<file path="config.mk">
export PLATFORM = sky130hd
export DESIGN_NAME = mem_port_arbiter
export DESIGN_NICKNAME = d
export VERILOG_FILES = /design/src/rtl/mem_port_arbiter_pkg.sv /design/src/rtl/mem_port_arbiter_wdog.sv /design/src/rtl/mem_port_arbiter.sv
export SDC_FILE = /design/constraint.sdc
export NUM_CORES = 1
export LEC_CHECK = 0
export CORE_AREA = 2 2 91 93
export CTS_CLUSTER_SIZE = 25
export DETAILED_ROUTE_END_ITERATION = 7
export DIE_AREA = 0 0 93 95
export PLACE_DENSITY = 0.76
export SYNTH_ARGS = -nofsm -noshare
export SYNTH_HDL_FRONTEND = slang
export SYNTH_SLANG_ARGS = --single-unit
</file>
<file path="constraint.sdc">
create_clock -name clk -period 6.49 [get_ports clk]
set_input_delay 0.9735 -clock clk [delete_from_list [all_inputs] [get_ports clk]]
set_output_delay 0.9735 -clock clk [all_outputs]
set_load 0.1 [all_outputs]
</file>
<file path="src/rtl/mem_port_arbiter_pkg.sv">
// Shared definitions for the unified-memory port arbiter: FSM encodings, requester IDs, default widths.
package mem_port_arbiter_pkg;

  localparam int unsigned DEF_ADDR_W = 16;
  localparam int unsigned DEF_DATA_W = 16;
  localparam int unsigned STARVE_W   = 4;

  localparam logic [1:0] ST_IDLE     = 2'd0;
  localparam logic [1:0] ST_GRANT_IF = 2'd1;
  localparam logic [1:0] ST_GRANT_DM = 2'd2;
  localparam logic [1:0] ST_RESP     = 2'd3;

  localparam logic ARB_IF = 1'b0;
  localparam logic ARB_DM = 1'b1;

  // Saturating increment used by the IF starvation counter.
  function automatic logic [STARVE_W-1:0] starve_inc(input logic [STARVE_W-1:0] cnt,
                                                     input logic [STARVE_W-1:0] lim);
    return (cnt >= lim) ? cnt : cnt + STARVE_W'(1);
  endfunction

endpackage

</file>
<file path="src/rtl/mem_port_arbiter_wdog.sv">
// Grant watchdog: counts cycles while run is high, flags the last allowed cycle.
// Only instantiated when ARB_WDOG_EN is defined.
module mem_port_arbiter_wdog #(
  parameter int unsigned CYC = 64
) (
  input  logic clk,
  input  logic rst,
  input  logic run,
  output logic tc_c
);

  localparam int unsigned CNT_W = $clog2(CYC + 1);

  logic [CNT_W-1:0] cnt;

  assign tc_c = run && (cnt == CNT_W'(CYC - 1));

  // Held at zero outside a grant so every grant starts from a fresh count.
  always_ff @(posedge clk or posedge rst) begin
    if (rst) begin
      cnt <= '0;
    end else if (!run) begin
      cnt <= '0;
    end else if (!tc_c) begin
      cnt <= cnt + CNT_W'(1);
    end
  end

endmodule

</file>
<file path="src/rtl/mem_port_arbiter.sv">
// Arbitrates the single-ported unified memory between instruction fetch and the data port.
// Optional grant watchdog enabled by defining ARB_WDOG_EN.
module mem_port_arbiter
  import mem_port_arbiter_pkg::*;
#(
  parameter int unsigned ADDR_W     = DEF_ADDR_W,
  parameter int unsigned DATA_W     = DEF_DATA_W,
  parameter int unsigned STARVE_MAX = 4,
  parameter int unsigned WDOG_CYC   = 64
) (
  input  logic              clk,
  input  logic              rst,
  input  logic              if_req,
  input  logic [ADDR_W-1:0] if_addr,
  output logic              if_ack,
  output logic [DATA_W-1:0] if_rdata,
  input  logic              dm_req,
  input  logic              dm_we,
  input  logic [ADDR_W-1:0] dm_addr,
  input  logic [DATA_W-1:0] dm_wdata,
  output logic              dm_ack,
  output logic [DATA_W-1:0] dm_rdata,
  output logic              mem_req,
  output logic              mem_we,
  output logic [ADDR_W-1:0] mem_addr,
  output logic [DATA_W-1:0] mem_wdata,
  input  logic              mem_ack,
  input  logic [DATA_W-1:0] mem_rdata,
  output logic              err
);

  if (STARVE_MAX < 1 || STARVE_MAX > 15) begin : g_bad_starve
    $error("mem_port_arbiter: STARVE_MAX out of range 1..15");
  end
  if (WDOG_CYC < 1) begin : g_bad_wdog
    $error("mem_port_arbiter: WDOG_CYC must be at least 1");
  end

  localparam logic [STARVE_W-1:0] STARVE_LIM = STARVE_W'(STARVE_MAX);

  logic [1:0]          state, state_d;
  logic                owner, owner_d;
  logic [STARVE_W-1:0] starve_cnt, starve_d;
  logic                mem_req_d, mem_we_d;
  logic [ADDR_W-1:0]   mem_addr_d;
  logic [DATA_W-1:0]   mem_wdata_d;
  logic                if_ack_d, dm_ack_d, err_d;
  logic [DATA_W-1:0]   if_rdata_d, dm_rdata_d;
  logic                wdog_tc_c;

`ifdef ARB_WDOG_EN
  logic grant_c;
  assign grant_c = (state == ST_GRANT_IF) || (state == ST_GRANT_DM);

  mem_port_arbiter_wdog #(
    .CYC (WDOG_CYC)
  ) u_arb_wdog (
    .clk  (clk),
    .rst  (rst),
    .run  (grant_c),
    .tc_c (wdog_tc_c)
  );
`else
  assign wdog_tc_c = 1'b0;
`endif

  // Next-state and next-output logic.
  always_comb begin
    state_d     = state;
    owner_d     = owner;
    starve_d    = starve_cnt;
    mem_req_d   = mem_req;
    mem_we_d    = mem_we;
    mem_addr_d  = mem_addr;
    mem_wdata_d = mem_wdata;
    if_ack_d    = 1'b0;
    dm_ack_d    = 1'b0;
    err_d       = 1'b0;
    if_rdata_d  = if_rdata;
    dm_rdata_d  = dm_rdata;

    case (state)
      ST_IDLE: begin
        if (dm_req && !(if_req && (starve_cnt == STARVE_LIM))) begin
          state_d     = ST_GRANT_DM;
          owner_d     = ARB_DM;
          mem_req_d   = 1'b1;
          mem_we_d    = dm_we;
          mem_addr_d  = dm_addr;
          mem_wdata_d = dm_wdata;
          if (if_req) begin
            starve_d = starve_inc(starve_cnt, STARVE_LIM);
          end
        end else if (if_req) begin
          state_d     = ST_GRANT_IF;
          owner_d     = ARB_IF;
          mem_req_d   = 1'b1;
          mem_we_d    = 1'b0;
          mem_addr_d  = if_addr;
          mem_wdata_d = '0;
          starve_d    = '0;
        end
      end
      ST_GRANT_IF, ST_GRANT_DM: begin
        // A real completion beats a watchdog expiry in the same cycle.
        if (mem_ack) begin
          state_d   = ST_RESP;
          mem_req_d = 1'b0;
          if (owner == ARB_IF) begin
            if_ack_d   = 1'b1;
            if_rdata_d = mem_rdata;
          end else begin
            dm_ack_d = 1'b1;
            if (!mem_we) begin
              dm_rdata_d = mem_rdata;
            end
          end
        end else if (wdog_tc_c) begin
          state_d   = ST_RESP;
          mem_req_d = 1'b0;
          err_d     = 1'b1;
          if (owner == ARB_IF) begin
            if_ack_d   = 1'b1;
            if_rdata_d = '0;
          end else begin
            dm_ack_d   = 1'b1;
            dm_rdata_d = '0;
          end
        end
      end
      ST_RESP: begin
        state_d = ST_IDLE;
      end
      default: begin
        state_d = ST_IDLE;
      end
    endcase
  end

  // State and registered outputs.
  always_ff @(posedge clk or posedge rst) begin
    if (rst) begin
      state      <= ST_IDLE;
      owner      <= ARB_IF;
      starve_cnt <= '0;
      mem_req    <= 1'b0;
      mem_we     <= 1'b0;
      mem_addr   <= '0;
      mem_wdata  <= '0;
      if_ack     <= 1'b0;
      dm_ack     <= 1'b0;
      err        <= 1'b0;
      if_rdata   <= '0;
      dm_rdata   <= '0;
    end else begin
      state      <= state_d;
      owner      <= owner_d;
      starve_cnt <= starve_d;
      mem_req    <= mem_req_d;
      mem_we     <= mem_we_d;
      mem_addr   <= mem_addr_d;
      mem_wdata  <= mem_wdata_d;
      if_ack     <= if_ack_d;
      dm_ack     <= dm_ack_d;
      err        <= err_d;
      if_rdata   <= if_rdata_d;
      dm_rdata   <= dm_rdata_d;
    end
  end

endmodule

</file>
==> qor.csv <==
metric;value;unit
cp_slowest_cell;clkdlybuf4s50_1;
syn_nets;352;
synthesis.area;3088;sq um
setup_viol;0;
tightest_slew;1.017;ns
ant_nets;0;
slew_headroom;32.01;%
drt_iter0_drc;94;
drtPass1Iterations;4;
hpwlAfterDp;5.498;mm
yosysTopAreaCell;dfrtp_1;
cp_top_family;buffers and inverters;
grt_pass1_wl;12.50;mm
fp-row-count;33;
dieArea;8835;sq um
syn_avg_cell_area;11.07;sq um
grt_antenna_before_repair;0;
crit_path_start_kind;flop;
yosys_register_bits;75;
status;complete, no violations;
tritoncts;built;
drv_cap;0;
fp.dieH;95;um
layout-drive-gt1-share;8.852;%
clock_latency;0.34;ns
cp.depth;1;
io_buffers;137;
n_fill_cell;684;
cp-end-kind;output port;
postSynthCellCount;279;
max_freq;351.0;MHz
wl;7.774;mm
ios;139;
nNetsFinal;486;
rsz0062_at_grt;false;
cts.sinks;75;
cts_root_buf;clkbuf_8;
num_vias;2557;
grt_pass1_vias;2499;
setup_tns;0;ns
hold_viol;0;
min_period;2.849;ns
htreeDepth;3;
worstPathCellList;clkdlybuf4s50_1;
synthDistinctLibCells;30;
cts_buffers;9;
synth.top_cell.area_share;60.78;%
clk_pin_slew;0.07;ns
crit_type;flop to output port;
r2r_slack;4.10;ns
track_usage;18.39;%
ys_top_cells_by_area;dfrtp_1, nand2_1, a21oi_1;
reg2regPathDepth;6;
vias_per_cell;4.889;
dieWidth;93;um
yosys_warnings;0;
cp.required;5.52;ns
post_cts_buffers;0;
cp.buffers_inverters;1;
min_path_type;flop to flop;
core_area;7928;sq um
grt_max_degree;76;
fin_crit_sh;43.90;%
gp_congestion;0.7269;
overflow;0;
slew_viol_final;0;
area_growth;53.04;%
synth-main-ff-cell;dfrtp_1;
slowest_delay;1.17;ns
cts_resized;0;
cp.arrival;1.88;ns
initial_utilization;38.95;%
async_flop_share;100.0;%
finClkSkew;0.008247;ns
ys_seq_area_share;60.78;%
num_antenna_cells;0;
drc;0;
synth_edf_count;0;
hold_depth;2;
crit_path_max_fanout;3;
wl_per_cell;14.86;um
clock_path_buffers;2;
cts_hold_buf;0;
[tightest hold or removal path, cell delays in order, from the launching register on]
cell and delay, ns:
dfrtp_1 0.35, nand2_1 0.05, nand2_1 0.05
[cell type report]
type,instances,area (sq um),share of cell area [%]
clock buffer,12,155.1,3.283
clock inverter,4,72.57,1.536
inverter,6,22.52,0.4766
multi-input combinational,182,1081,22.88
sequential,75,1877,39.71
tap,105,131.4,2.780
timing repair buffer,139,1386,29.34
[worst paths after layout]
| kind | endpoint | from |
|---|---|---|
| max | mem_req | mem_req |
| max reg2reg | if_rdata[9] | state[0] |
| max in group asynchronous | mem_addr[2] | rst |
| min in group asynchronous | if_rdata[3] | rst |
| min | if_rdata[15] | if_rdata[15] |
| min reg2reg | if_rdata[15] | if_rdata[15] |
[stage by stage]
stage | utilization (%) | setup slack [ns] | hold slack [ns] | instances | cell area (sq um)
3_3_place_gp | 56.74 | 3.483 | 0.4606 | 507 | 4498
4_1_cts | 59.61 | 3.617 | 0.4847 | 523 | 4726
2_1_floorplan | - | 3.607 | 0.4542 | 279 | 3088
3_5_place_dp | 56.74 | 3.447 | 0.4668 | 507 | 4498
6_report | 59.61 | 3.641 | 0.4797 | 523 | 4726
5_1_grt | 59.61 | 3.595 | 0.5010 | 523 | 4726
[cells by family (layout without fill, tap and decap cells)]
| family | count (synthesis) | in the layout | share of synthesized area [%] |
|---|---|---|---|
| DFF | 75 | 75 | 60.78 |
| muxes | 18 | 18 | 7.739 |
| buffers and inverters | 22 | 161 | 4.335 |
| adders and majority gates | 3 | 3 | 1.216 |
| and+or+nand+nor | 98 | 98 | 13.05 |
| other | 1 | 1 | 0.1214 |
| AOI/OAI and AO/OA | 62 | 62 | 12.76 |
[layer usage]
metal  routed length [um]  track usage [%]  share of wire [%]
met5                    0                0                  0
met4                  101            5.882                1.3
met3                  800            7.023                 10
met2                 3505            28.68                 45
met1                 3366            23.83                 43
[Yosys cell counts (2+ instances only)]
library cell  instances
nor2_1               18
inv_1                 5
ha_1                  3
o21ai_0               3
a21oi_1              36
nand2_1              68
a22o_1               18
and3_1                2
mux2_4               10
mux2_2                7
nand2b_1              3
buf_2                 5
and2_1                2
buf_6                 5
dfrtp_1              75
buf_4                 2
clkbuf_1              4
[cell usage in the layout (no fill, tap or decap), types with 2 or more instances in the layout]
cell             instances
nand2b_1                 3
nor2_1                  18
dfrtp_1                 75
nand2_1                 68
ha_1                     3
inv_1                    4
a21oi_1                 36
buf_4                    2
clkdlybuf4s50_1        137
and2_1                   2
o21ai_0                  3
clkbuf_8                11
bufinv_16                2
a22o_1                  18
and3_1                   2
mux2_4                  10
mux2_2                   7
[flip-flops by register name (all words and copies together), names as in the netlist, 2 cells and up]
| signal | flops |
|---|---|
| dm_rdata | 16 |
| starve_cnt | 4 |
| mem_wdata | 16 |
| state | 2 |
| if_rdata | 16 |
| mem_addr | 16 |
Power is left out: the tool's default activity adds up to more than one toggle a clock period on the data nets, which glitch-free logic cannot reach.
